<file path="config.mk">
export PLATFORM = sky130hd
export DESIGN_NAME = fft_sample_loader
export DESIGN_NICKNAME = d
export VERILOG_FILES = /design/src/rtl/fft_sample_loader_pkg.sv /design/src/rtl/fft_sample_loader_int_to_float.sv /design/src/rtl/fft_sample_loader.sv
export SDC_FILE = /design/constraint.sdc
export NUM_CORES = 1
export LEC_CHECK = 0
export CAP_MARGIN = 5
export CORE_MARGIN = 2
export CORE_UTILIZATION = 30
export CTS_BUF_LIST = sky130_fd_sc_hd__clkbuf_8
export CTS_CLUSTER_DIAMETER = 200
export DETAILED_ROUTE_END_ITERATION = 10
export PLACE_DENSITY = 0.48
export REMOVE_ABC_BUFFERS = 1
export SYNTH_ARGS = -nofsm -noshare
export SYNTH_HDL_FRONTEND = slang
export SYNTH_SLANG_ARGS = --single-unit
</file>
<file path="constraint.sdc">
create_clock -name clk -period 7.15 [get_ports clk]
set_input_delay 2.145 -clock clk [delete_from_list [all_inputs] [get_ports clk]]
set_output_delay 2.145 -clock clk [all_outputs]
set_load 0.005 [all_outputs]
</file>
<file path="src/rtl/fft_sample_loader_pkg.sv">
// Shared constants, FSM encoding and complex-word helpers for the FFT sample loader.
package fft_sample_loader_pkg;

  localparam int FLT_BIAS = 127;
  localparam int FLT_MW   = 23;
  localparam int FLT_EW   = 8;
  localparam int CW_HALF  = 32;

  typedef enum logic [2:0] {
    ST_IDLE,
    ST_FILL,
    ST_DRAIN,
    ST_KICK,
    ST_WAIT
  } state_e;

  function automatic logic [2*CW_HALF-1:0] cw_pack(input logic [CW_HALF-1:0] re,
                                                   input logic [CW_HALF-1:0] im);
    return {re, im};
  endfunction

  function automatic logic [CW_HALF-1:0] cw_re(input logic [2*CW_HALF-1:0] w);
    return w[2*CW_HALF-1:CW_HALF];
  endfunction

  function automatic logic [CW_HALF-1:0] cw_im(input logic [2*CW_HALF-1:0] w);
    return w[CW_HALF-1:0];
  endfunction

endpackage

</file>
<file path="src/rtl/fft_sample_loader_int_to_float.sv">
// Exact signed-integer to IEEE-754 single converter; 2 registered stages
// (abs + leading-one, then normalize + pack), valid tag travels alongside.
module int_to_float
  import fft_sample_loader_pkg::*;
#(
  parameter int SW = 16
) (
  input  logic          clk,
  input  logic          rst,
  input  logic          in_vld_i,
  input  logic [SW-1:0] in_dat_i,
  output logic          out_vld_o,
  output logic [31:0]   out_dat_o
);

  localparam int MW = SW + 1;
  localparam int PW = $clog2(SW + 1);

  logic [MW-1:0] ext;
  logic [MW-1:0] mag;
  logic [PW-1:0] lead;

  logic          s1_vld_q;
  logic          s1_sign_q;
  logic [MW-1:0] s1_mag_q;
  logic [PW-1:0] s1_lead_q;

  logic [FLT_EW-1:0] exp_w;
  logic [31:0]       shifted;
  logic [31:0]       packed_w;

  logic        out_vld_q;
  logic [31:0] out_dat_q;

  // One extra magnitude bit so that the most negative sample still fits.
  always_comb begin
    ext  = {in_dat_i[SW-1], in_dat_i};
    mag  = in_dat_i[SW-1] ? (~ext + MW'(1)) : ext;
    lead = '0;
    for (int i = 0; i < MW; i++) begin
      if (mag[i]) lead = PW'(i);
    end
  end

  always_comb begin
    exp_w    = FLT_EW'(FLT_BIAS) + FLT_EW'(s1_lead_q);
    shifted  = 32'(s1_mag_q) << (FLT_MW - int'(s1_lead_q));
    packed_w = {s1_sign_q, exp_w, shifted[FLT_MW-1:0]};
    if (s1_mag_q == '0) packed_w = '0;
  end

  always_ff @(posedge clk or posedge rst) begin
    if (rst) begin
      s1_vld_q  <= 1'b0;
      s1_sign_q <= 1'b0;
      s1_mag_q  <= '0;
      s1_lead_q <= '0;
      out_vld_q <= 1'b0;
      out_dat_q <= '0;
    end else begin
      s1_vld_q  <= in_vld_i;
      s1_sign_q <= in_dat_i[SW-1];
      s1_mag_q  <= mag;
      s1_lead_q <= lead;
      out_vld_q <= s1_vld_q;
      out_dat_q <= packed_w;
    end
  end

  assign out_vld_o = out_vld_q;
  assign out_dat_o = out_dat_q;

endmodule

</file>
<file path="src/rtl/fft_sample_loader.sv">
// Streams N signed samples per frame into the FFT memory as float reals, kicks the
// FFT, then holds off new samples until fft_done; writes land 2 cycles after acceptance.
module fft_sample_loader
  import fft_sample_loader_pkg::*;
#(
  parameter int LOGN = 12,
  parameter int SW   = 16,
  parameter int CW   = 64
) (
  input  logic            clk,
  input  logic            rst,
  input  logic            enable,
  input  logic            s_valid,
  output logic            s_ready,
  input  logic [SW-1:0]   s_data,
  output logic            fft_we,
  output logic            fft_rev,
  output logic [LOGN-1:0] fft_addr,
  output logic [CW-1:0]   fft_din,
  output logic            fft_sig,
  input  logic            fft_done,
  output logic            busy,
  output logic [15:0]     frame_cnt
);

  localparam logic [LOGN:0] N_CNT = {1'b1, {LOGN{1'b0}}};

  state_e        state_q, state_d;
  logic [LOGN:0] acc_cnt_q, acc_cnt_d;
  logic [LOGN:0] wr_cnt_q, wr_cnt_d;
  logic [15:0]   frame_cnt_q, frame_cnt_d;

  logic            fft_we_q;
  logic [LOGN-1:0] fft_addr_q;
  logic [CW-1:0]   fft_din_q;
  logic            fft_sig_q;

  logic        hs;
  logic        cv_vld;
  logic [31:0] cv_dat;

  assign s_ready = (state_q == ST_FILL) && (acc_cnt_q < N_CNT);
  assign hs      = s_valid && s_ready;

  int_to_float #(.SW(SW)) u_conv (
    .clk       (clk),
    .rst       (rst),
    .in_vld_i  (hs),
    .in_dat_i  (s_data),
    .out_vld_o (cv_vld),
    .out_dat_o (cv_dat)
  );

  always_comb begin
    state_d     = state_q;
    acc_cnt_d   = acc_cnt_q;
    wr_cnt_d    = wr_cnt_q;
    frame_cnt_d = frame_cnt_q;
    if (cv_vld) wr_cnt_d = wr_cnt_q + (LOGN+1)'(1);
    case (state_q)
      ST_IDLE: begin
        if (enable) begin
          state_d   = ST_FILL;
          acc_cnt_d = '0;
          wr_cnt_d  = '0;
        end
      end
      ST_FILL: begin
        if (hs) acc_cnt_d = acc_cnt_q + (LOGN+1)'(1);
        if (acc_cnt_d == N_CNT) state_d = ST_DRAIN;
      end
      ST_DRAIN: begin
        if (wr_cnt_q == N_CNT) state_d = ST_KICK;
      end
      ST_KICK: state_d = ST_WAIT;
      ST_WAIT: begin
        // enable is only sampled here, so dropping it mid-frame lets the frame finish.
        if (fft_done) begin
          frame_cnt_d = frame_cnt_q + 16'd1;
          state_d     = enable ? ST_FILL : ST_IDLE;
          acc_cnt_d   = '0;
          wr_cnt_d    = '0;
        end
      end
      default: state_d = ST_IDLE;
    endcase
  end

  always_ff @(posedge clk or posedge rst) begin
    if (rst) begin
      state_q     <= ST_IDLE;
      acc_cnt_q   <= '0;
      wr_cnt_q    <= '0;
      frame_cnt_q <= '0;
      fft_we_q    <= 1'b0;
      fft_addr_q  <= '0;
      fft_din_q   <= '0;
      fft_sig_q   <= 1'b0;
    end else begin
      state_q     <= state_d;
      acc_cnt_q   <= acc_cnt_d;
      wr_cnt_q    <= wr_cnt_d;
      frame_cnt_q <= frame_cnt_d;
      fft_we_q    <= cv_vld;
      // Registered from KICK so one idle cycle separates the last write from the start pulse.
      fft_sig_q   <= (state_q == ST_KICK);
      if (cv_vld) begin
        fft_addr_q <= wr_cnt_q[LOGN-1:0];
        fft_din_q  <= CW'(cw_pack(cv_dat, '0));
      end
    end
  end

  assign fft_we    = fft_we_q;
  assign fft_rev   = fft_we_q;
  assign fft_addr  = fft_addr_q;
  assign fft_din   = fft_din_q;
  assign fft_sig   = fft_sig_q;
  assign busy      = (state_q != ST_IDLE);
  assign frame_cnt = frame_cnt_q;

endmodule

</file>
==> flow_metrics.env <==
export IMPL_reg2reg_from="u_conv.s1_lead_q[3]"
export IMPL_clk_pin_slew_ps=80
export IMPL_hold_buffers=0
export IMPL_clockRootBuffer="clkbuf_8"
export IMPL_power_w=0.00207
export IMPL_h_tree_depth=4
export IMPL_switching_share=0.283
export IMPL_wirelength_um=16600
export IMPL_status="completed"
export IMPL_slowest_delay_ps=610
export IMPL_slew_headroom=0.330
export IMPL_synthArstFlopShare=1.00
export IMPL_power_switching_w=0.000585
export IMPL_crit_chain="or3b_1, nor2_1, clkdlybuf4s50_1"
export IMPL_post_route_drc_count=0
export IMPL_synth_edf_count=0
export IMPL_critPathLaunch="state_q[2]"
export IMPL_leakage_nw=3.90
export IMPL_path_max_fanout=12
export IMPL_numCtsBuffers=17
export IMPL_reg2reg_slack_ps=4230
export IMPL_area_growth_pct=18.4
export IMPL_ctsResizeCount=0
export IMPL_syn_inst=725
export IMPL_grt_max_degree=103
export IMPL_crit_buf_inv=1
export IMPL_insertion_delay_ps=440
export IMPL_cts_setup_buffers=0
export IMPL_start_util=0.306
export IMPL_crit_end="s_ready"
export IMPL_grtUsageMet3=0.0283
export IMPL_top_usage_layer="met2"
export IMPL_initialDrtViolationCount=311
export IMPL_met1_usage=0.182
export IMPL_layout_common_cells="146 x dfrtp_1, 85 x clkdlybuf4s50_1, 72 x nor2_1"
export IMPL_cts_tree="built"
export IMPL_crit_path_top_delay_cell="or3b_1"
export IMPL_yosysUniqueCellTypes=70
export IMPL_die_area_um2=27000
export IMPL_synthFlopType="dfrtp_1"
export IMPL_placed_area_um2=8720
export IMPL_crit_family="simple AND/OR/NAND/NOR gates"
export IMPL_overflow=0
export IMPL_worstRegToRegCells=7
export IMPL_antenna_left=0
export IMPL_powerDensity_nw_per_um2=227
export IMPL_syn_area_per_cell_um2=10.6
export IMPL_io_pins=118
export IMPL_port_buffers=85
export IMPL_clock_power_share=0.325
export IMPL_diodes=0
export IMPL_rsz0062_at_grt="no"
export IMPL_worstPathRequired_ps=5010
export IMPL_cts_max_path_buffers=2
export IMPL_maxCapViolCount=0
export IMPL_core_um2=25200
export IMPL_cp_depth=3
export IMPL_tightest_slew_ps=1000
export IMPL_clock_skew_ps=11.1
export IMPL_post_drt_wl_per_cell_um=14.7
export IMPL_grt_pass1_vias=5121
export IMPL_worstPathArrival_ps=2230
export IMPL_die_w_um=164
export IMPL_final_nets=825
export IMPL_synth_area_um2=7710
export IMPL_die_y_um=164
export IMPL_fmax_mhz=229
export IMPL_synth_seq_area_share=0.477
export IMPL_fin_crit_ps=4370
export IMPL_finalCritPeriodShare=0.612
export IMPL_track_usage=0.128
export IMPL_final_cell_area_um2=9130
export IMPL_ys_seq_elements=147
export IMPL_dpl_worst_slack_ps=2320
export IMPL_post_dp_hpwl_um=11700
export IMPL_cts_sinks=147
export IMPL_grt_met2_usage=0.189
export IMPL_combPwrFrac=0.200
export IMPL_finalHoldViolCount=0
export IMPL_grt_pass1_wl_um=27200
export IMPL_layout_commonest_cell="dfrtp_1"
export IMPL_setup_ws_ps=2780
export IMPL_endpoint_kind="primary output"
export IMPL_drive_gt1_frac=0.147
export IMPL_setup_viol=0
export IMPL_worstHoldPathType="reg -> reg"
export IMPL_fp_row_count=58
export IMPL_start_kind="flop"
export IMPL_peakVddDrop_mv=0.112
export IMPL_fin_setup_tns_ps=0
export IMPL_crit_type="reg -> out"
export IMPL_via_per_inst=4.81
export IMPL_antenna_found_initial=0
export IMPL_maxSlewViolCount=0
export IMPL_vias=5460
export IMPL_ys_warn_count=0
export IMPL_power_internal_w=0.00148
export IMPL_gp_congestion=0.828
export IMPL_first_pass_iters=4
export IMPL_rr_endpoint="u_conv.out_dat_o[7]"
export IMPL_p_seq_frac=0.475
## power by group through the flow
stage	Clock, W	Sequential [W]	Combinational (W)
final	0.000672	0.000983	0.000415
after global routing	0.000736	0.000997	0.000464
after CTS	0.000696	0.000983	0.000422
after detailed placement	0	0.00100	0.000420
after global placement	0	0.00100	0.000420
after floorplan	0	0.000993	0.000251
## registers in the layout (all words and copies together) (netlist names)
register / cells
fft_din: 32
u_conv.s1_vld_q: 1
fft_sig: 1
fft_rev: 1
u_conv.s1_lead_q: 5
u_conv.out_vld_o: 1
u_conv.s1_mag_q: 16
frame_cnt: 16
u_conv.s1_sign_q: 1
acc_cnt_q: 13
state_q: 3
fft_addr: 12
wr_cnt_q: 13
u_conv.out_dat_o: 32
## cells in the mapped netlist (8+ instances only)
cell type	count	share of area
a21oi_1	25	0.016
and2_1	9	0.0073
buf_2	8	0.0052
buf_4	33	0.032
clkbuf_1	24	0.012
dfrtp_1	147	0.48
ha_1	10	0.016
inv_1	16	0.0078
mux2_2	50	0.073
mux2i_1	11	0.014
mux4_2	13	0.038
nand2_1	48	0.023
nand2b_1	11	0.0089
nand3_1	19	0.012
nand4_1	14	0.011
nor2_1	72	0.035
nor3_1	20	0.013
o21ai_0	16	0.010
or3_1	10	0.0081
xnor2_1	30	0.034
xor2_1	15	0.017
## area by class of cell
class                      instances  area, µm²
clock buffer                      20        275
clock inverter                    10        133
fill                            2492      16100
inverter                          18       72.6
multi-input combinational        518       3650
sequential                       147       3680
tap                              330        413
timing repair buffer              92        903
## worst reg2reg max path, delay by kind of cell, from the launching register on
family                   cells  cell delay (ps)
buffers and inverters        3              800
adder cells (fa/ha/maj)      1              650
flip-flops                   1              360
AND/OR/NAND/NOR              3             1020
## stage by stage
| stage | utilization | hold WS (ps) | cells |
|---|---|---|---|
| 3_5_place_dp | 0.346 | 339 | 1105 |
| 5_1_grt | 0.363 | 372 | 1135 |
| 4_1_cts | 0.363 | 356 | 1135 |
| 3_3_place_gp | 0.346 | 334 | 1105 |
| 2_1_floorplan | - | 331 | 683 |
| 6_report | 0.363 | 354 | 1135 |
## worst min-delay path by stage
stage | to | start | cells after the start
global route | u_conv.out_vld_o | u_conv.s1_vld_q | 0
detailed placement | u_conv.out_vld_o | u_conv.s1_vld_q | 0
global placement | u_conv.out_vld_o | u_conv.s1_vld_q | 0
floorplan | u_conv.out_vld_o | u_conv.s1_vld_q | 0
CTS | u_conv.out_vld_o | u_conv.s1_vld_q | 0
finish | u_conv.out_vld_o | u_conv.s1_vld_q | 0
## logic make-up (layout without fill, tap and decap cells)
logic type                 after synthesis  in the layout  share of synthesized area
DFF                                    147            147                      0.477
xor gates and xnor gates                46             46                     0.0532
and+or+nand+nor                        254            254                      0.170
other                                    1             33                   0.000486
buffers and inverters                   92            140                     0.0650
muxes                                   74             74                      0.125
adders and majority gates               10             10                     0.0162
AOI/OAI and AO/OA                      101            101                     0.0928
## metal layers
| metal | share of wire | vias to the layer above |
|---|---|---|
| li1 | - | 2637 |
| met4 | 0.020 | 0 |
| met3 | 0.048 | 21 |
| met5 | 0 | - |
| met1 | 0.49 | 2644 |
| met2 | 0.44 | 158 |
Note: power is estimated with default switching activity, not from simulation.
